$ cat src/rtl/i2s_mix_sched.sv
`default_nettype none
// ============================================================================
//  Module   : i2s_mix_sched
//  Brief    : Shares one accumulator/saturator between NCH i2sin receivers.
//             Captures per-side samples into holding slots, sums the current
//             side one channel per cycle and presents a saturated mix on a
//             valid/ready interface. Sides alternate left, right, left, ...
//  Revision : 1.0 - initial release
// ============================================================================
module i2s_mix_sched #(
   parameter int BITS_PRECISION = 4,
   parameter int NCH            = 4,
   parameter int TIMEOUT        = 64
) (
   input  logic                          sck,
   input  logic                          rst,
   input  logic [NCH*BITS_PRECISION-1:0] ch_data,
   input  logic [NCH-1:0]                ch_lrn,
   input  logic [NCH-1:0]                ch_en,
   input  logic [NCH-1:0]                mute,
   output logic [BITS_PRECISION-1:0]     mix_data,
   output logic                          mix_lrn,
   output logic                          mix_valid,
   input  logic                          mix_ready,
   output logic [NCH-1:0]                overrun,
   output logic                          missed,
   input  logic                          clr_flags
);

   localparam int c_iw    = $clog2(NCH);
   localparam int c_acc_w = BITS_PRECISION + c_iw;
   localparam int c_tw    = (TIMEOUT > 1) ? $clog2(TIMEOUT) : 1;
   localparam logic signed [c_acc_w-1:0] c_sat_max = c_acc_w'((2 ** (BITS_PRECISION - 1)) - 1);
   localparam logic signed [c_acc_w-1:0] c_sat_min = c_acc_w'(-(2 ** (BITS_PRECISION - 1)));

   typedef enum logic [1:0] {
      ST_IDLE = 2'd0,
      ST_ACC  = 2'd1,
      ST_OUT  = 2'd2
   } state_t;

   state_t                               state_q, state_d;
   logic [NCH-1:0][BITS_PRECISION-1:0]   slot_l_q, slot_l_d;
   logic [NCH-1:0][BITS_PRECISION-1:0]   slot_r_q, slot_r_d;
   logic [NCH-1:0]                       pend_l_q, pend_l_d;
   logic [NCH-1:0]                       pend_r_q, pend_r_d;
   logic [NCH-1:0]                       overrun_q, overrun_d;
   logic                                 missed_q, missed_d;
   logic [c_iw-1:0]                      idx_q, idx_d;
   logic [c_acc_w-1:0]                   acc_q, acc_d;
   logic [c_tw-1:0]                      tcnt_q, tcnt_d;
   logic                                 side_q, side_d;
   logic [BITS_PRECISION-1:0]            mix_data_q, mix_data_d;
   logic                                 mix_lrn_q, mix_lrn_d;
   logic                                 mix_valid_q, mix_valid_d;

   logic [NCH-1:0]                       w_pend_side;
   logic                                 w_ready;
   logic                                 w_any_live;
   logic [BITS_PRECISION-1:0]            w_slot;
   logic [c_acc_w-1:0]                   w_term;
   logic [BITS_PRECISION-1:0]            w_sat;
   logic                                 w_consumed;

   assign w_pend_side = side_q ? pend_l_q : pend_r_q;
   assign w_any_live  = |(~mute);
   // An all-muted configuration never becomes ready, so nothing is emitted
   assign w_ready     = w_any_live && ((w_pend_side | mute) == {NCH{1'b1}});
   assign w_slot      = side_q ? slot_l_q[idx_q] : slot_r_q[idx_q];
   assign w_term      = (w_pend_side[idx_q] && !mute[idx_q]) ?
                        {{c_iw{w_slot[BITS_PRECISION-1]}}, w_slot} : '0;

   // Clamp the wide accumulator into the output sample range
   always_comb begin
      w_sat = acc_q[BITS_PRECISION-1:0];
      if ($signed(acc_q) > c_sat_max) begin
         w_sat = c_sat_max[BITS_PRECISION-1:0];
      end else if ($signed(acc_q) < c_sat_min) begin
         w_sat = c_sat_min[BITS_PRECISION-1:0];
      end
   end

   // Slot capture, consumption of pending bits and overrun detection
   always_comb begin
      slot_l_d   = slot_l_q;
      slot_r_d   = slot_r_q;
      pend_l_d   = pend_l_q;
      pend_r_d   = pend_r_q;
      overrun_d  = clr_flags ? '0 : overrun_q;
      w_consumed = 1'b0;
      if (state_q == ST_ACC) begin
         if (side_q) pend_l_d[idx_q] = 1'b0;
         else        pend_r_d[idx_q] = 1'b0;
      end
      // A strobe on the slot being consumed re-arms it without an overrun
      for (int k = 0; k < NCH; k++) begin
         w_consumed = (state_q == ST_ACC) && (idx_q == c_iw'(k)) && (side_q == ch_lrn[k]);
         if (ch_en[k]) begin
            if (ch_lrn[k]) begin
               if (pend_l_q[k] && !w_consumed) overrun_d[k] = 1'b1;
               slot_l_d[k] = ch_data[k*BITS_PRECISION +: BITS_PRECISION];
               pend_l_d[k] = 1'b1;
            end else begin
               if (pend_r_q[k] && !w_consumed) overrun_d[k] = 1'b1;
               slot_r_d[k] = ch_data[k*BITS_PRECISION +: BITS_PRECISION];
               pend_r_d[k] = 1'b1;
            end
         end
      end
   end

   // Scheduler FSM: wait for the side, accumulate one channel per cycle, hand off
   always_comb begin
      state_d     = state_q;
      idx_d       = idx_q;
      acc_d       = acc_q;
      tcnt_d      = tcnt_q;
      side_d      = side_q;
      missed_d    = clr_flags ? 1'b0 : missed_q;
      mix_data_d  = mix_data_q;
      mix_lrn_d   = mix_lrn_q;
      mix_valid_d = mix_valid_q;
      case (state_q)
         ST_IDLE: begin
            if (w_ready) begin
               state_d = ST_ACC;
               idx_d   = '0;
               acc_d   = '0;
               tcnt_d  = '0;
            end else if ((|w_pend_side) && w_any_live) begin
               if (tcnt_q == c_tw'(TIMEOUT - 1)) begin
                  state_d  = ST_ACC;
                  idx_d    = '0;
                  acc_d    = '0;
                  tcnt_d   = '0;
                  missed_d = 1'b1;
               end else begin
                  tcnt_d = tcnt_q + c_tw'(1);
               end
            end
         end
         ST_ACC: begin
            acc_d = acc_q + w_term;
            if (idx_q == c_iw'(NCH - 1)) begin
               state_d = ST_OUT;
            end else begin
               idx_d = idx_q + c_iw'(1);
            end
         end
         ST_OUT: begin
            // First OUT cycle loads the result; later cycles hold it for the consumer
            if (!mix_valid_q) begin
               mix_data_d  = w_sat;
               mix_lrn_d   = side_q;
               mix_valid_d = 1'b1;
            end else if (mix_ready) begin
               mix_valid_d = 1'b0;
               side_d      = ~side_q;
               state_d     = ST_IDLE;
            end
         end
         default: begin
            state_d = ST_IDLE;
         end
      endcase
   end

   // State register with asynchronous active-low reset
   always_ff @(posedge sck or negedge rst) begin
      if (!rst) begin
         state_q     <= ST_IDLE;
         slot_l_q    <= '0;
         slot_r_q    <= '0;
         pend_l_q    <= '0;
         pend_r_q    <= '0;
         overrun_q   <= '0;
         missed_q    <= 1'b0;
         idx_q       <= '0;
         acc_q       <= '0;
         tcnt_q      <= '0;
         side_q      <= 1'b1;
         mix_data_q  <= '0;
         mix_lrn_q   <= 1'b1;
         mix_valid_q <= 1'b0;
      end else begin
         state_q     <= state_d;
         slot_l_q    <= slot_l_d;
         slot_r_q    <= slot_r_d;
         pend_l_q    <= pend_l_d;
         pend_r_q    <= pend_r_d;
         overrun_q   <= overrun_d;
         missed_q    <= missed_d;
         idx_q       <= idx_d;
         acc_q       <= acc_d;
         tcnt_q      <= tcnt_d;
         side_q      <= side_d;
         mix_data_q  <= mix_data_d;
         mix_lrn_q   <= mix_lrn_d;
         mix_valid_q <= mix_valid_d;
      end
   end

   assign mix_data  = mix_data_q;
   assign mix_lrn   = mix_lrn_q;
   assign mix_valid = mix_valid_q;
   assign overrun   = overrun_q;
   assign missed    = missed_q;

endmodule
`default_nettype wire

$ cat config.mk
export PLATFORM = sky130hd
export DESIGN_NAME = i2s_mix_sched
export DESIGN_NICKNAME = d
export VERILOG_FILES = /design/src/rtl/i2s_mix_sched.sv
export SDC_FILE = /design/constraint.sdc
export NUM_CORES = 1
export LEC_CHECK = 0
export CELL_PAD_IN_SITES_DETAIL_PLACEMENT = 1
export CELL_PAD_IN_SITES_GLOBAL_PLACEMENT = 1
export CORE_MARGIN = 5
export CORE_UTILIZATION = 35
export DETAILED_ROUTE_END_ITERATION = 8
export GPL_TIMING_DRIVEN = 0
export PLACE_DENSITY = 0.64
export SLEW_MARGIN = 40
export SYNTH_ARGS = -nofsm -noshare
export SYNTH_HDL_FRONTEND = slang
export SYNTH_SLANG_ARGS = --single-unit
$ cat constraint.sdc
create_clock -name sck -period 3.35 [get_ports sck]
set_input_delay 0.5025 -clock sck [delete_from_list [all_inputs] [get_ports sck]]
set_output_delay 0.5025 -clock sck [all_outputs]
set_load 0.01 [all_outputs]
# Word level (Yosys, flattened, before mapping)
# Index checks and enable logic that the tools add are counted.
[word_totals] in_bits=32 word_cells=178 reg_bits=68 out_inout_bits=11
[classes] order_cmp=4 mux=78 n_bitwise=11 reduce_logical=45 n_eq_ne=17 n_addsub=3
[ops] op="$mux 4" count=11
[ops] op="$mux 1" count=42
[ops] op="$mux 6" count=7
[ops] op="$logic_and 1x1->1" count=20
[ops] op="$mux 2" count=10
[ops] op="$reduce_and 2->1" count=10
[ops] op="$bmux 4 s2" count=2
[ops] op="$pmux 6 s2" count=1
[ops] op="$and 4x4->4" count=2
[ops] op="$not 4->4" count=2
[ops] op="$reduce_or 4->1" count=2
[ops] op="$add 6x1->6 const B" count=1
[ops] op="$add 6x6->6" count=1
[ops] op="$eq 2x2->1 const B" count=3
[ops] op="$eq 6x6->1 const B" count=1
[ops] op="$gt 6x4->1 const B" count=1
[ops] op="$lt 6x4->1 const B" count=1
[ops] op="$ne 2x2->1 const B" count=3
[ops] op="$ne 3x3->1 const B" count=2
[ops] op="$not 1->1" count=6
[ops] op="$pmux 2 s3" count=1
[ops] op="$reduce_and 3->1" count=2
[ops] op="$logic_not 1->1" count=5
[ops] op="$reduce_and 5->1" count=1
[ops] op="other kinds (14)" count=21

# Longest topological paths before layout
[depth] word_depth=10 mapped_depth=12 mapped_depth_nobuf=11

# Worst setup path after synthesis
# Ideal clock, no wire load.
[synth_timing] kind="register -> register" from="register side_q" to="register acc_q[4]" slack_ns=0.436 synth_period_minus_slack_ns=2.914 setup_time_ns=0.121 stages_incl_launch_ff=12 n_path_buf=1 required_time_ns=3.229 arrival_ns=2.793 cell_sequence="dfstp_2 > buf_6 > mux2_2 > a221oi_2 > a21o_1 > nor2_1 > ha_1 > fa_1 > a21o_1 > maj3_2 > xor2_1 > a22o_1"
[synth_between] elab_chain_cells=7 elab_cells_between_ends=17 cone_classes="add/sub: 1; eq/ne: 3; mux: 7; bitwise: 1; reduce/logical: 5"
[synth_rtl] item="start: declaration" line="52" source="logic side_q, side_d;"
[synth_rtl] item="start signal: assignment" line="196" source="side_q <= side_d;"
[synth_rtl] item="$mux 4" line="65" source="assign w_pend_side = side_q ? pend_l_q : pend_r_q;"
[synth_rtl] item="$bmux 1 s2" line="70" source="assign w_term = (w_pend_side[idx_q] && !mute[idx_q]) ?"
[synth_rtl] item="$mux 1 (not written as such)" line="70"
[synth_rtl] item="$logic_and 1x1->1" line="70"
[synth_rtl] item="$mux 6" line="70"
[synth_rtl] item="$add 6x6->6" line="143" source="acc_d = acc_q + w_term;"
[synth_rtl] item="$pmux 6 s2" line="123" source="case (state_q)"
[synth_rtl] item="end signal: assignment" line="179" source="acc_q <= '0;"
[synth_rtl] item="end signal: assignment" line="194" source="acc_q <= acc_d;"
[synth_rtl] item="end: declaration" line="50" source="logic [c_acc_w-1:0] acc_q, acc_d;"
# Parallel ways exist; a longest one is shown, timed or not. The select of a mux whose other input is x is not followed.
# A chain may end at the register's enable or synchronous reset.

# Worst setup path after layout
# Ends and elaborated chain as after synthesis.

==> reports/summary.txt <==
status = complete, no violations
Layout Area Growth over Synthesis = 23.05%
H-Tree Depth = 3
# clock sinks = 68
Fillers = 1051
share of layout cells above drive strength 1 = 21.05%
syn_area_per_cell = 11.58 µm²
DRC Markers = 0
final core utilization = 44.01%
synth cell count leaders = 66 x dfrtp_1, 41 x mux2_2, 37 x nand2_1
post-synth top area cell = dfrtp_1
RePlAce Congestion = 0.7394
drt pass-1 iters = 6
share of the synthesized area in the top cell type = 47.24%
initial antenna violation count = 0
worst vdd ir = 240.0 µV
Clock Latency Late Sink = 350 ps
CP Capture Type = flop
Setup CP Type = reg2reg
post_cts resized = 0
Slew Limit Fails = 0
FF/Latch Area = 1704 µm²
CP required = 3580 ps
Seq/Total Area, Yosys = 48.75%
Top FF cell, synth = dfrtp_1
die width = 109.9 µm
worst hold slack = 485.3 ps
synthesized netlist net count = 344
Pwr Total = 3.459 mW
number of port buffers = 42
Tmin final = 3123 ps
pwr dens = 804.1 nW/µm²
Yosys reg bits = 68
Initial Utilization = 35.77%
most common cell in the netlist = dfrtp_1
GRT Total Usage = 15.30%
Slew @ Worst Pin = 692.4 ps
CTS buffer count = 9
max_cap viols = 0
post-synthesis async set-or-reset flop share = 100.0%
vias in the first global route = 2734
synth top area cells = dfrtp_1 47%, mux2_2 13%, nand2_1 4.0%
CTS tree = built
YS warnings = 0
Finish-stage setup viols = 0
fin nets = 398
worst min path class = reg2reg
post-synthesis cell area = 3496 µm²
crit start category = flop
vias per cell = 5.071
final wirelength = 8325 µm
Crit Path Max Fanout = 7
DP Cell Count = 478
clock skew = 11.60 ps
EDFF count, synth = 0
hold depth = 2
clk root buf = clkbuf_8
drt wl/cell = 16.85 µm
Die Y = 109.9 µm
Setup Fix Bufs, Post-CTS = 0
Antenna Nets Post-Route = 0
clk slew on worst S/H paths = 80 ps
Netlist cell types = 46
GRT overflow = 0
via count = 2505
diode count = 0
RSZ-0062 raised after global routing = no
Mapped Cells = 302
Slew headroom = 53.75%
pin count of the biggest net entering global routing = 51
num rows = 36
multi-input logic area = 1703 µm²
Final Hold Violating Endpoints = 0
reg2reg setup slack = 230 ps
CTS max path bufs = 2
Non-Filler Instances = 494
CP Data Arrival Time = 3360 ps
die area = 12090 µm²
Worst Reg2Reg Path Length in Cells = 11
f_max = 0.3202 GHz
IO Pins = 43
Post-DP HPWL = 6254 µm
core area = 9774 µm²
1st-iter DRT viols = 92
first-pass GRT wire length = 13990 µm
LEAKAGE = 1.802 nW
Final Cycle Share = 93.22%
-- worst paths after layout --
kind                                         start                  endpoint
max in group asynchronous                      rst  slot_r_q[13]$_DFFE_PN0P_
setup / recovery                side_q$_DFFE_PN1P_      acc_q[4]$_DFFE_PN0P_
hold reg to reg            mix_data[0]$_DFFE_PN0P_   mix_data[0]$_DFFE_PN0P_
hold / removal             mix_data[0]$_DFFE_PN0P_   mix_data[0]$_DFFE_PN0P_
setup reg to reg                side_q$_DFFE_PN1P_      acc_q[4]$_DFFE_PN0P_
min in group asynchronous                      rst     tcnt_q[5]$_DFFE_PN0P_
-- flip-flops by register name (all words and copies together), names as in the netlist --
signal,flops
slot_l_q,16
slot_r_q,16
acc_q,6
tcnt_q,6
mix_data,4
overrun,4
pend_l_q,4
pend_r_q,4
idx_q,2
state_q,2
missed,1
mix_lrn,1
mix_valid,1
side_q,1
-- cells by family after synthesis --
family,count (synthesis),share of synthesized area [%]
DFF,68,48.75
xor gates and xnor gates,10,2.506
and+or+nand+nor,84,10.95
muxes,55,20.29
adders and majority gates,11,4.116
buffers and inverters,20,2.541
AOI/OAI and AO/OA,54,10.84
-- final cells by class --
cell class | instances | area share, %
Buffer | 7 | 0.9308
Clock buffer | 10 | 3.200
Clock inverter | 6 | 1.076
Inverter | 12 | 1.047
Multi-Input combinational cell | 214 | 39.59
Sequential cell | 68 | 39.62
Tap cell | 133 | 3.869
Timing Repair Buffer | 44 | 10.67
-- where the power goes --
| group | switching, mW | leakage (nW) | internal, mW |
|---|---|---|---|
| Clock | 0.346 | 0.0897 | 0.295 |
| Sequential | 0.201 | 0.802 | 1.06 |
| Combinational | 0.802 | 0.911 | 0.756 |
-- routing by layer --
layer	up-vias	wire length [µm]	track usage, %
li1	1190	-	-
met1	1264	3873	19.81
met2	47	4102	25.61
met3	4	291	3.817
met4	0	57	3.740
met5	-	0	0
-- critical path: stages (launching register included) --
cell and delay, ps:
dfstp_2 530, buf_6 130, mux2_2 370, a221oi_2 330, a21o_1 160, nor2_1 70, ha_1 210, fa_1 410
a21o_1 180, maj3_2 310, xor2_1 140, a22o_1 170
-- what timing repair did --
| item | CTS | global route |
|---|---|---|
| hold buffers | 1 | 0 |
| endpoints found under the setup margin | 1 | 0 |
| endpoints found under the hold margin | 16 | 0 |
-- cell usage in the layout (no fill, tap or decap), drive strengths merged, types with 2 or more instances in the layout --
cell type | Yosys | layout
clkdlybuf4s50 | 0 | 41
o211ai | 4 | 4
nand2 | 37 | 37
o22ai | 4 | 4
xor2 | 9 | 9
a22o | 6 | 6
inv | 12 | 15
nand3 | 7 | 7
o221ai | 2 | 2
clkbuf | 4 | 13
ha | 9 | 9
nor2 | 19 | 19
clkinvlp | 0 | 2
nor2b | 6 | 6
buf | 4 | 6
o21ai | 20 | 20
dfrtp | 66 | 66
a21oi | 7 | 7
a21o | 3 | 3
or3 | 2 | 2
dfstp | 2 | 2
mux2i | 6 | 6
mux4 | 8 | 8
nand4 | 2 | 2
nand2b | 6 | 6
mux2 | 41 | 41
-- per-stage QoR --
step,TNS [ps],setup WS (ps),instance area (µm²)
6_report,0,227.0,4302
5_1_grt,0,53.50,4302
4_1_cts,0,199.3,4302
3_5_place_dp,0,12.03,4111
3_3_place_gp,-43700,-668.3,4083
2_1_floorplan,0,435.7,3496
No activity file was read; power rests on OpenSTA's default activity.
